### config.mk
export PLATFORM = sky130hd
export DESIGN_NAME = modulo_multiplexador_displays
export DESIGN_NICKNAME = d
export VERILOG_FILES = /design/src/rtl/modulo_multiplexador_displays_pkg.sv /design/src/rtl/modulo_multiplexador_displays_prescaler.sv /design/src/rtl/modulo_multiplexador_displays.sv
export SDC_FILE = /design/constraint.sdc
export NUM_CORES = 1
export LEC_CHECK = 0
export BUFFER_PORTS_ARGS = -buffer_cell sky130_fd_sc_hd__buf_4
export CORE_ASPECT_RATIO = 0.75
export CORE_MARGIN = 5
export CORE_UTILIZATION = 52
export DETAILED_ROUTE_END_ITERATION = 8
export PLACE_DENSITY_LB_ADDON = 0.08
export SLEW_MARGIN = 20
export SYNTH_ARGS = -nofsm -noshare
export SYNTH_HDL_FRONTEND = slang
export SYNTH_SLANG_ARGS = --single-unit
### constraint.sdc
create_clock -name CLK -period 2.1 [get_ports CLK]
set_input_delay 0.42 -clock CLK [delete_from_list [all_inputs] [get_ports CLK]]
set_output_delay 0.42 -clock CLK [all_outputs]
set_load 0.005 [all_outputs]
### src/rtl/modulo_multiplexador_displays_pkg.sv
// Shared definitions for the four-digit 7-segment display multiplexer.
// Holds the digit count, the all-off digit-select pattern, the digit-index
// type and small helpers used to pick nibbles and digit enables.
package modulo_multiplexador_displays_pkg;

    localparam int         N_DIGITS = 4;
    localparam logic [3:0] DIG_OFF  = 4'b1111;

    // Digit index: 0 is the rightmost digit, 3 the leftmost.
    typedef logic [1:0] digit_idx_t;

    // Nibble of a four-digit word selected by digit index.
    function automatic logic [3:0] nibble_at(input logic [15:0] v, input digit_idx_t i);
        return v[{i, 2'b00} +: 4];
    endfunction

    // Active-low one-cold digit enable for the given index.
    function automatic logic [3:0] digit_sel_n(input digit_idx_t i);
        return ~(4'b0001 << i);
    endfunction

    // True when digit i is a leading zero: its nibble and every more
    // significant nibble are zero. Digit 0 is never a leading zero so a
    // zero value still shows a single "0".
    function automatic logic is_leading_zero(input logic [15:0] v, input digit_idx_t i);
        logic z;
        z = (i != 2'd0);
        for (int k = 0; k < N_DIGITS; k++) begin
            if ((k >= int'(i)) && (v[4*k +: 4] != 4'h0)) begin
                z = 1'b0;
            end
        end
        return z;
    endfunction

endpackage

### src/rtl/modulo_multiplexador_displays_prescaler.sv
// Slot-timing prescaler: counts 0..PRESCALE-1 while EN is high, cleared when low.
// Latency: TC is combinational, high in the last cycle of each PRESCALE-cycle slot.
// Backpressure: none; EN low holds the count at 0 so the next slot starts full length.
module modulo_prescaler #(
    parameter int PRESCALE = 50000
) (
    input  logic CLK,
    input  logic RESET_N,
    input  logic EN,
    output logic TC
);

    localparam int             CW   = (PRESCALE > 2) ? $clog2(PRESCALE) : 1;
    localparam logic [CW-1:0]  LAST = CW'(PRESCALE - 1);

    logic [CW-1:0] r_cnt;
    logic          w_last;

    assign w_last = (r_cnt == LAST);
    assign TC     = EN && w_last;

    // Free-running slot counter, wraps on terminal count, parked at 0 when disabled.
    always_ff @(posedge CLK or negedge RESET_N) begin
        if (!RESET_N) begin
            r_cnt <= '0;
        end else if (!EN) begin
            r_cnt <= '0;
        end else if (w_last) begin
            r_cnt <= '0;
        end else begin
            r_cnt <= r_cnt + 1'b1;
        end
    end

endmodule

### src/rtl/modulo_multiplexador_displays.sv
// Four-digit multiplexed 7-segment driver: scans digits 0..3, PRESCALE cycles each.
// Latency: D7SEG/DIG_SEL registered, updated on the same edge as the digit index.
// Backpressure: none; LOAD always accepted, new value shown from the next frame wrap.
// Optional macro LEADING_ZERO_BLANK_EN blanks leading-zero digits (digit 0 always lit).
module modulo_multiplexador_displays
    import modulo_multiplexador_displays_pkg::*;
#(
    parameter int PRESCALE = 50000
) (
    input  logic        CLK,
    input  logic        RESET_N,
    input  logic        LOAD,
    input  logic [15:0] VALUE,
    input  logic        ENABLE,
    output logic [3:0]  D7SEG,
    output logic [3:0]  DIG_SEL,
    output logic        TICK
);

    // ENABLE delayed by one cycle. The edge that first sees ENABLE high
    // lights digit 0; holding the prescaler idle on that edge gives digit 0
    // a full PRESCALE-cycle slot after (re)enable.
    logic        r_en_q;
    logic        w_pre_en;
    logic        w_tc;
    logic        w_wrap;

    digit_idx_t  r_idx;
    digit_idx_t  w_idx_nxt;
    logic [15:0] r_pending;
    logic [15:0] w_pending_nxt;
    logic [15:0] r_display;
    logic [15:0] w_display_nxt;
    logic        w_blank;
    logic [3:0]  w_dig_sel_nxt;

    assign w_pre_en = ENABLE && r_en_q;
    assign w_wrap   = w_tc && (r_idx == digit_idx_t'(N_DIGITS - 1));

    modulo_prescaler #(
        .PRESCALE (PRESCALE)
    ) u_prescaler (
        .CLK     (CLK),
        .RESET_N (RESET_N),
        .EN      (w_pre_en),
        .TC      (w_tc)
    );

    // Next digit index, pending and display words.
    always_comb begin
        w_idx_nxt     = r_idx;
        w_pending_nxt = r_pending;
        w_display_nxt = r_display;

        if (LOAD) begin
            w_pending_nxt = VALUE;
        end

        if (!ENABLE) begin
            // Nothing is being scanned, so the display word can follow
            // pending freely without tearing a frame.
            w_idx_nxt     = '0;
            w_display_nxt = r_pending;
        end else if (w_tc) begin
            w_idx_nxt = r_idx + 1'b1;
            if (w_wrap) begin
                // Uses the post-LOAD pending value so a LOAD on the wrap
                // edge goes straight into the frame that starts here.
                w_display_nxt = w_pending_nxt;
            end
        end
    end

    // Leading-zero blanking decision for the digit about to be shown.
    always_comb begin
        w_blank = 1'b0;
`ifdef LEADING_ZERO_BLANK_EN
        w_blank = is_leading_zero(w_display_nxt, w_idx_nxt);
`endif
    end

    // Digit enable pattern for the digit about to be shown.
    always_comb begin
        w_dig_sel_nxt = digit_sel_n(w_idx_nxt);
        if (!ENABLE || w_blank) begin
            w_dig_sel_nxt = DIG_OFF;
        end
    end

    // Scan state: enable history, digit index, pending and display words.
    always_ff @(posedge CLK or negedge RESET_N) begin
        if (!RESET_N) begin
            r_en_q    <= 1'b0;
            r_idx     <= '0;
            r_pending <= '0;
            r_display <= '0;
        end else begin
            r_en_q    <= ENABLE;
            r_idx     <= w_idx_nxt;
            r_pending <= w_pending_nxt;
            r_display <= w_display_nxt;
        end
    end

    // Registered outputs, aligned with the index they describe.
    always_ff @(posedge CLK or negedge RESET_N) begin
        if (!RESET_N) begin
            D7SEG   <= 4'h0;
            DIG_SEL <= DIG_OFF;
            TICK    <= 1'b0;
        end else begin
            D7SEG   <= nibble_at(w_display_nxt, w_idx_nxt);
            DIG_SEL <= w_dig_sel_nxt;
            TICK    <= w_tc;
        end
    end

endmodule
==> results.yml, run 1 <==
sta:
  max_freq_mhz: 487
  slew-limit-headroom_pct: 49.5
  worst_slew_pin_slew_ns: 0.757
  hold_viol_final: 0
  layout_min_cycle_time_ns: 2.05
  setup_viol: 0
  clock_skew_ns: 0.00762
  finalMaxSlewViolations: 0
  rsz0062_at_grt: "true"
  holdWs_ns: 0.155
  finalCritPeriodShare_pct: 97.8
clock_network:
  cts_made_buffers: 9
  clkLatencyLatePin_ns: 0.34
  clk_pin_slew_ns: 0.07
  cts.sinks: 60
  cts_hold_buf: 0
  cts-root-buf: "clkbuf_8"
  cts_buffer_depth: 2
  tritoncts: "built"
  htreeDepth: 3
setup_path:
  r2r-end: "D7SEG[0]$_DFF_PN0_"
  cp_cell_sequence: "nor4b_4 > nand4_2 > or3_4 > a21oi_4 > buf_12 > mux2i_1 > mux2i_1"
  ff2ff_setup_slack_ns: 0.05
  cpMostUsedCell: "mux2i_1"
  reg2regPathDepth: 7
  crit_arrival_ns: 2.27
  worst_setup_path_end_kind: "flop"
  r2r-start: "u_prescaler.r_cnt[12]$_DFF_PN0_"
  crit_fanout: 7
  cp_slowest_stage_delay_ns: 0.42
  critPathLaunch: "u_prescaler.r_cnt[12]$_DFF_PN0_"
  critPathRequiredTime_ns: 2.32
  critPathKind: "reg -> reg"
  cpMaxStageDelayCell: "dfrtp_2"
  setup.worst_path.start_class: "flop"
drt:
  first_pass_iters: 5
  drt-total-wl_um: 5780
  wl_per_cell_um: 15.9
  drc: 0
  dr_total_vias: 1914
  drt_iter0_drc: 107
  routed_via_density: 5.27
  ant_nets: 0
floorplanning:
  die_area_sq_mm: 0.00680
  die_w_um: 93.6
  rows: 22
  die_h_um: 72.7
  core_sq_mm: 0.00498
  pin_count: 29
  start_util_pct: 54.6
power:
  p_leak_nw: 1.42
  powerDensity_mw_per_mm2: 815
  ir_drop_uv: 520
  clkPwrFrac_pct: 45.9
  combPwrFrac_pct: 8.4
  totalPowerFinal_mw: 2.78
  internal-power_mw: 2.20
  seqPwrFrac_pct: 45.6
  swShare_pct: 20.9
  switching_power_mw: 0.582
logic_synthesis:
  synth_fp_nets: 264
  synth-edff-count: 0
  ys_seq_area_share_pct: 55.3
  synth_cell_types: 35
  syn_area_sq_mm: 0.00272
  async_flop_share_pct: 100
  avgSynthCellArea_sq_um: 11.3
  synth_ff_type: "dfrtp_1"
  synth_cells: 242
  post-synth-top-area-fraction_pct: 51.5
  synth_top_cell_by_area: "dfrtp_1"
  ys_seq_elements: 60
  synth_area_leaders: "dfrtp_1, mux2_2, nor3_1, nor2_1, mux2i_1"
  synth_common_cells: "dfrtp_1, nor2_1, nor3_1, mux2_2, a211oi_1"
  synth_most_common_cell: "dfrtp_1"
  yosysWarnings: 0
status:
  status: "completed"
placed_design:
  dpl_cell_area_sq_mm: 0.00310
  port_buffers: 28
  hpwlAfterDp_um: 3970
  place.gp.congestion: 0.767
global_routing:
  globalRouteTotalUtil_pct: 18.6
  grt_pass1_wl_um: 9470
  grt-ovfl-total: 0
  grt_pass1_vias: 1811
  grt_max_degree: 61
  antenna_found_initial: 0
layout:
  stdcell_area_sq_mm: 0.00342
  final_nets: 308
  utilization_pct: 68.6
  antenna_cells: 0
  synthToLayoutAreaGrowth_pct: 25.5
  drive_gt1_share_pct: 33.3
job:
  maxCapViolations: 0
worst_hold_path:
  hold_path_class: "in -> async"
metrics by stage:
step / std cells / setup WS, ns / setup TNS, ns
2_1_floorplan: 242 / 0.0300 / 0
3_3_place_gp: 344 / 0.118 / 0
3_5_place_dp: 344 / 0.0299 / 0
4_1_cts: 360 / 0.0283 / 0
5_1_grt: 363 / -0.0704 / -0.270
6_report: 363 / 0.0458 / 0
worst max path at each step:
stage                              end  slack [ns]  cells after the start
finish              D7SEG[0]$_DFF_PN0_        0.05                      7
CTS                 D7SEG[2]$_DFF_PN0_        0.03                      7
floorplan           D7SEG[3]$_DFF_PN0_        0.03                      9
global route        D7SEG[0]$_DFF_PN0_       -0.07                      7
global placement    D7SEG[3]$_DFF_PN0_        0.12                      7
detailed placement  D7SEG[2]$_DFF_PN0_        0.03                      7
flip-flops by register name (all words and copies together), names as in the netlist:
name               count
r_display             16
r_en_q                 1
r_idx                  2
TICK                   1
D7SEG                  4
r_pending             16
u_prescaler.r_cnt     16
DIG_SEL                4
final cells by class:
cell class	instances	area, sq um
Clock buffer	12	155
Inverter	3	11.3
Timing Repair Buffer	47	395
Fill cell	390	1570
Clock inverter	4	95.1
Sequential cell	60	1510
Multi-Input combinational cell	165	1160
Tap cell	72	90.1
layout by cell type (no fill, tap or decap), types with 4 or more instances in the layout:
master     n
clkbuf_8  11
dfstp_2    4
mux2_2    18
nand3_1   10
buf_4     44
nor3_1    29
nand2_1    7
xor2_1     8
dfrtp_1   55
mux2i_1   11
nor2_1    35
a211oi_1  13
xnor2_1    6
kinds of logic after synthesis:
kind of cell | Yosys count | synth area share, %
muxes | 30 | 11.9
buffers and inverters | 17 | 2.99
and+or+nand+nor | 98 | 18.8
adders and majority gates | 2 | 0.919
AOI/OAI and AO/OA | 21 | 5.61
DFF | 60 | 55.3
xor gates and xnor gates | 14 | 4.50
repair_timing:
| item | in CTS | in global routing |
|---|---|---|
| endpoints found under the setup margin | 0 | 4 |
| buffers inserted | 0 | 2 |
| gates resized for setup | 0 | 7 |
per-layer routing:
metal	track usage, %	part of all wire [%]	up-vias	routed length (um)
met5	0	0	-	0
met4	6.73	1.3	0	76
met3	6.29	7.0	6	403
met2	24.4	43	50	2460
met1	28.4	49	916	2840
li1	-	-	942	-
worst max-delay path, delay by kind of cell, from the launching register on:
family,cells,cell delay (ns)
AO/OA/AOI/OAI,1,0.20
buffers and inverters,1,0.16
multiplexers,2,0.29
AND/OR/NAND/NOR,3,0.87
flip-flops,1,0.42
power groups by stage:
stage	clock network [mW]	registers (mW)	logic, mW
2_1_floorplan	0	1.28	0.133
3_3_place_gp	0	1.29	0.230
3_5_place_dp	0	1.29	0.234
4_1_cts	1.32	1.27	0.235
5_1_grt	1.37	1.28	0.261
6_report	1.28	1.27	0.235
(Power assumes the default switching activity.)
==> run 2, diff against run 1 <==
ABC_AREA = 1   (was unset)
CORE_UTILIZATION = 53   (was 52)
SYNTH_HIERARCHICAL = 1   (was unset)
==> run 2 against run 1 <==
Against the previous run: clock-buffer cell count is 3 higher; synthesized cell count increased by 57%; area after synthesis up 9.8%; global-route usage grew 0.45 points; via count up 28%; register-to-register slack improved by 0.09 ns; non-clock buffer count fell by 7; first-iteration DRC count rose by 47%; worst setup slack better by 0.086 ns; sequential share of layout area fell by 1.7 points; clock power down 26%; critical path type unchanged; largest cell class unchanged.
==> results.yml, run 2 <==
sta:
  finalCritPeriodShare_pct: 93.7
  layout_min_cycle_time_ns: 1.97
  setup_tns_ns: 0
  clock_skew_ns: 0.00445
  slew-limit-headroom_pct: 49.3
  finalMaxSlewViolations: 0
  setup_slack_ns: 0.131
  setup_viol: 0
  max_freq_mhz: 508
  hold_viol_final: 0
  worst_slew_pin_slew_ns: 0.760
  holdWs_ns: 0.138
global_routing:
  globalRouteTotalUtil_pct: 19.1
  grt_pass1_vias: 2237
  antenna_found_initial: 0
  grt_pass1_wl_um: 10700
  grt-ovfl-total: 0
  grt_max_degree: 61
layout:
  layout_commonest_cell: "nand2_1"
  regArea_sq_mm: 0.00151
  utilization_pct: 65.7
  multi_input_area_sq_mm: 0.00125
  antenna_cells: 0
  nFillCells: 512
  stdcell_area_sq_mm: 0.00355
  layout_common_cells: "nand2_1, dfrtp_1, inv_1"
  drive_gt1_share_pct: 21.1
  final_nets: 444
  reg_top3: "r_display x16, r_pending x16, u_prescaler/r_cnt x16"
  stdcell_count: 502
  synthToLayoutAreaGrowth_pct: 18.8
clock_network:
  cts_hold_buf: 0
  cts-root-buf: "clkbuf_8"
  cts_buffer_depth: 2
  cts_made_buffers: 9
  htreeDepth: 3
  clkLatencyLatePin_ns: 0.34
  tritoncts: "built"
  clk_pin_slew_ns: 0.06
  cts.sinks: 60
worst_hold_path:
  hold_path_class: "in -> async"
logic_synthesis:
  synth_common_cells: "nand2_1, dfrtp_1, inv_1, nor2_1, nand3_1"
  synth-edff-count: 0
  synth-simple-area-share_pct: 33.9
  synth_area_leaders: "dfrtp_1, nand2_1, inv_1, nor2_1, nand3_1"
  yosysWarnings: 6
  syn_area_sq_mm: 0.00299
  async_flop_share_pct: 100
  synth_top_family_by_area: "simple AND/OR/NAND/NOR gates"
  ys_seq_elements: 60
  ys_seq_area_share_pct: 50.4
  synth-compound-area-share_pct: 4.52
  synth_most_common_cell: "nand2_1"
  post-synth-top-area-fraction_pct: 46.9
  synthMuxAreaShare_pct: 0
  synth_cells: 379
  synth_adder_area_share_pct: 0.837
  synth_xor_area_share_pct: 1.17
  avgSynthCellArea_sq_um: 7.89
  synth_fp_nets: 401
  synth_cell_types: 31
  synth_top_cell_by_area: "dfrtp_1"
  synth_ff_type: "dfrtp_1"
status:
  status: "completed"
setup_path:
  crit_fanout: 5
  critPathRequiredTime_ns: 2.33
  critPathKind: "reg -> reg"
  setup.worst_path.start_class: "flop"
  crit_arrival_ns: 2.20
  worst_setup_path_end_kind: "flop"
placed_design:
  hpwlAfterDp_um: 4370
  dp_cells: 482
  place_worst_setup_slack_ns: 0.0600
  port_buffers: 28
  dpl_cell_area_sq_mm: 0.00328
  place.gp.congestion: 0.845
drt:
  routed_via_density: 4.89
  drc: 0
  wl_per_cell_um: 12.7
  first_pass_iters: 5
  drt_iter0_drc: 157
  drt-total-wl_um: 6390
  dr_total_vias: 2457
  ant_nets: 0
floorplanning:
  die_w_um: 96.7
  rows: 23
  start_util_pct: 55.3
  core_sq_mm: 0.00541
  die_area_sq_mm: 0.00726
  pin_count: 29
  die_h_um: 75.1
power:
  p_leak_nw: 1.81
  ir_drop_uv: 431
  powerDensity_mw_per_mm2: 687
  totalPowerFinal_mw: 2.44
job:
  maxCapViolations: 0
-- run 2: worst max-delay path, stage by stage (launching register included) --
cell and delay (ns):
dfrtp_1 0.43, ha_4 0.17, nand3_2 0.10, nor2_2 0.12, nand2_2 0.07, nor2_1 0.09, buf_4 0.17, inv_2 0.05
nand2_2 0.08, nand3_4 0.14, nand2_2 0.10, inv_1 0.10, nand2_1 0.09, nand2_1 0.06, inv_1 0.05, nand2_1 0.04
-- run 2: what timing repair did --
action | 4_1_cts | 5_1_grt
endpoints found under the hold margin | 0 | 0
resized for setup | 0 | 9
endpoints found under the setup margin | 0 | 4
buffers inserted | 0 | 4
-- run 2: logic make-up after synthesis --
kind of cell / Yosys count
buffers and inverters: 59
adder cells (fa/ha/maj): 2
XOR/XNOR: 4
AND/OR/NAND/NOR: 229
AO/OA/AOI/OAI: 25
flip-flops: 60
-- run 2: area by class of cell --
| cell class | instances | area share, % |
|---|---|---|
| clock buffers | 15 | 4.97 |
| clock inverters | 1 | 0.141 |
| inverters | 51 | 5.74 |
| multi-input cells | 260 | 35.3 |
| flip-flops and latches | 60 | 42.4 |
| well taps | 75 | 2.64 |
| repair buffers | 40 | 8.81 |
-- run 2: worst paths after layout --
path | end | depth (start not counted) | slack (ns) | start
setup reg to reg | D7SEG[0]$_DFF_PN0_ | 15 | 0.13 | u_prescaler/r_cnt[1]$_DFF_PN0_
hold reg to reg | r_pending[5]$_DFF_PN0_ | 2 | 0.49 | r_pending[5]$_DFF_PN0_
min in group CLK | r_pending[3]$_DFF_PN0_ | 3 | 0.30 | VALUE[3]
hold / removal | u_prescaler/r_cnt[11]$_DFF_PN0_ | 1 | 0.14 | RESET_N
max in group asynchronous | r_idx[0]$_DFF_PN0_ | 1 | 1.44 | RESET_N
setup / recovery | D7SEG[0]$_DFF_PN0_ | 15 | 0.13 | u_prescaler/r_cnt[1]$_DFF_PN0_
-- run 2: power by group --
| group | internal (mW) | switching (mW) | total (mW) |
|---|---|---|---|
| registers | 1.23 | 0.0280 | 1.26 |
| logic | 0.0931 | 0.142 | 0.235 |
| clock network | 0.525 | 0.422 | 0.947 |
| total | 1.85 | 0.592 | 2.44 |
-- run 2: metal layers --
metal | GRT usage (%) | up-vias | share of wire (%)
met3 | 6.67 | 13 | 6.7
met2 | 26.5 | 82 | 41
li1 | - | 1258 | -
met4 | 6.85 | 0 | 1.6
met5 | 0 | - | 0
met1 | 27.8 | 1104 | 51
==> run 3, diff against run 2 <==
RECOVER_POWER = 25   (was unset)
==> run 3 against run 2 <==
Against the previous run: sequential power is essentially flat; worst setup slack gained 0.0072 ns; clock power is essentially flat; first-iteration DRC count is the same; global-route usage is the same; highest routed layer unchanged.
==> results.yml, run 3 (same netlist as run 2, synthesis figures left out) <==
sta:
  slew-limit-headroom_pct: 0.811
  worst_slew_pin_slew_ns: 1.49
  max_freq_mhz: 510
  setup_slack_ns: 0.139
  hold_viol_final: 0
  setup_viol: 0
  clock_skew_ns: 0.00444
  finalMaxSlewViolations: 0
  finalCritPeriodShare_pct: 93.4
  layout_min_cycle_time_ns: 1.96
  setup_tns_ns: 0
drt:
  ant_nets: 0
  wl_per_cell_um: 12.7
  first_pass_iters: 5
  dr_total_vias: 2462
  drt_iter0_drc: 157
  drt-total-wl_um: 6380
  routed_via_density: 4.90
  drc: 0
floorplanning:
  die_h_um: 75.1
  rows: 23
  die_area_sq_mm: 0.00726
  pin_count: 29
  core_sq_mm: 0.00541
  start_util_pct: 55.3
  die_w_um: 96.7
layout:
  layout_commonest_cell: "nand2_1"
  layout_common_cells: "nand2_1, dfrtp_1, inv_1"
  regArea_sq_mm: 0.00151
  multi_input_area_sq_mm: 0.00125
  nFillCells: 513
  stdcell_count: 502
  drive_gt1_share_pct: 20.8
  reg_top3: "r_display x16, r_pending x16, u_prescaler/r_cnt x16"
  final_nets: 444
  antenna_cells: 0
  synthToLayoutAreaGrowth_pct: 18.6
setup_path:
  critPathRequiredTime_ns: 2.33
  r2r-start: "u_prescaler/r_cnt[1]$_DFF_PN0_"
  cp_cell_sequence: "ha_4 > nand3_2 > nor2_2 > nand2_2 > nor2_1 > buf_4 > inv_2 > nand2_2 > nand3_4 > nand2_2 > inv_1 > nand2_1 > nand2_1 > inv_1 > nand2_1"
  crit_arrival_ns: 2.19
  setup.worst_path.start_class: "flop"
  worst_setup_path_end_kind: "flop"
  critPathLaunch: "u_prescaler/r_cnt[1]$_DFF_PN0_"
  cp_slowest_stage_delay_ns: 0.43
  crit_fanout: 5
  critPathTopFamily: "simple AND/OR/NAND/NOR gates"
  cpMaxStageDelayCell: "dfrtp_1"
  path_buf_inv: 4
  critPathKind: "reg -> reg"
power:
  combPwrFrac_pct: 9.6
  swShare_pct: 24.3
  internal-power_mw: 1.85
  p_leak_nw: 1.80
  switching_power_mw: 0.592
  seqPwrFrac_pct: 51.6
  clkPwrFrac_pct: 38.8
  ir_drop_uv: 431
  powerDensity_mw_per_mm2: 688
clock_network:
  cts-root-buf: "clkbuf_8"
  cts.sinks: 60
  cts_buffer_depth: 2
  cts_hold_buf: 0
  cts_made_buffers: 9
  clkLatencyLatePin_ns: 0.34
  clk_pin_slew_ns: 0.06
  htreeDepth: 3
  tritoncts: "built"
placed_design:
  port_buffers: 28
  dp_cells: 482
  place.gp.congestion: 0.845
  hpwlAfterDp_um: 4370
  place_worst_setup_slack_ns: 0.0600
global_routing:
  grt_pass1_vias: 2237
  grt_max_degree: 61
  grt-ovfl-total: 0
  globalRouteTotalUtil_pct: 19.1
  antenna_found_initial: 0
  grt_pass1_wl_um: 10700
job:
  maxCapViolations: 0
worst_hold_path:
  hold_path_class: "in -> reg"
  worst_hold_startpoint: "VALUE[3]"
status:
  status: "completed"
-- run 3: cell count changes in the layout (fill, tap and decap cells not counted), sizes merged --
cell | before | now
buf | 40 | 38
clkbuf | 15 | 17
-- run 3: repair_timing --
action	in CTS	in global routing
setup endpoints to repair	0	4
resized for setup	0	9
setup buffers	0	4
-- run 3: final cells by class --
cell class | count | share of cell area [%]
Tap cell | 75 | 2.65
Clock inverter | 1 | 0.141
Sequential cell | 60 | 42.5
Timing Repair Buffer | 40 | 8.65
Multi-Input combinational cell | 260 | 35.4
Clock buffer | 15 | 4.98
Inverter | 51 | 5.75
-- run 3: stage by stage --
step                hold WS [ns]  util, %  total power [mW]  cell area (sq um)
finish                     0.298     65.5              2.44               3550
global route               0.281     65.5              2.57               3550
CTS                        0.178     64.1              2.47               3470
detailed placement         0.477     60.7              1.51               3280
global placement           0.473     60.7              1.51               3280
floorplan                  0.124        -              1.41               2990
-- run 3: final timing paths --
check / cells past startpoint / slack [ns] / end
max: 15 / 0.14 / D7SEG[0]$_DFF_PN0_
max reg2reg: 15 / 0.14 / D7SEG[0]$_DFF_PN0_
min in group asynchronous: 1 / 0.42 / u_prescaler/r_cnt[11]$_DFF_PN0_
min reg2reg: 2 / 0.49 / r_pending[5]$_DFF_PN0_
max in group asynchronous: 1 / 0.77 / r_idx[0]$_DFF_PN0_
min: 3 / 0.30 / r_pending[3]$_DFF_PN0_
-- run 3: power by group through the flow --
stage	combinational (mW)	sequential, mW	clock (mW)
after floorplan	0.139	1.27	0
after global placement	0.233	1.28	0
after detailed placement	0.236	1.28	0
after CTS	0.236	1.26	0.973
after global routing	0.274	1.27	1.03
final	0.234	1.26	0.947
-- run 3: per-layer routing --
layer  track usage (%)  share of wire [%]  wire [um]
met1              27.8                 51       3250
met2              26.5                 41       2610
met3              6.67                6.6        423
met4              6.85                1.6         99
met5                 0                  0          0
-- run 3: worst reg2reg max path, delay by kind of cell (launching register included) --
kind | cells | cell delay, ns
AND/OR/NAND/NOR | 10 | 0.91
flip-flops | 1 | 0.43
buffers and inverters | 4 | 0.37
adder cells (fa/ha/maj) | 1 | 0.17
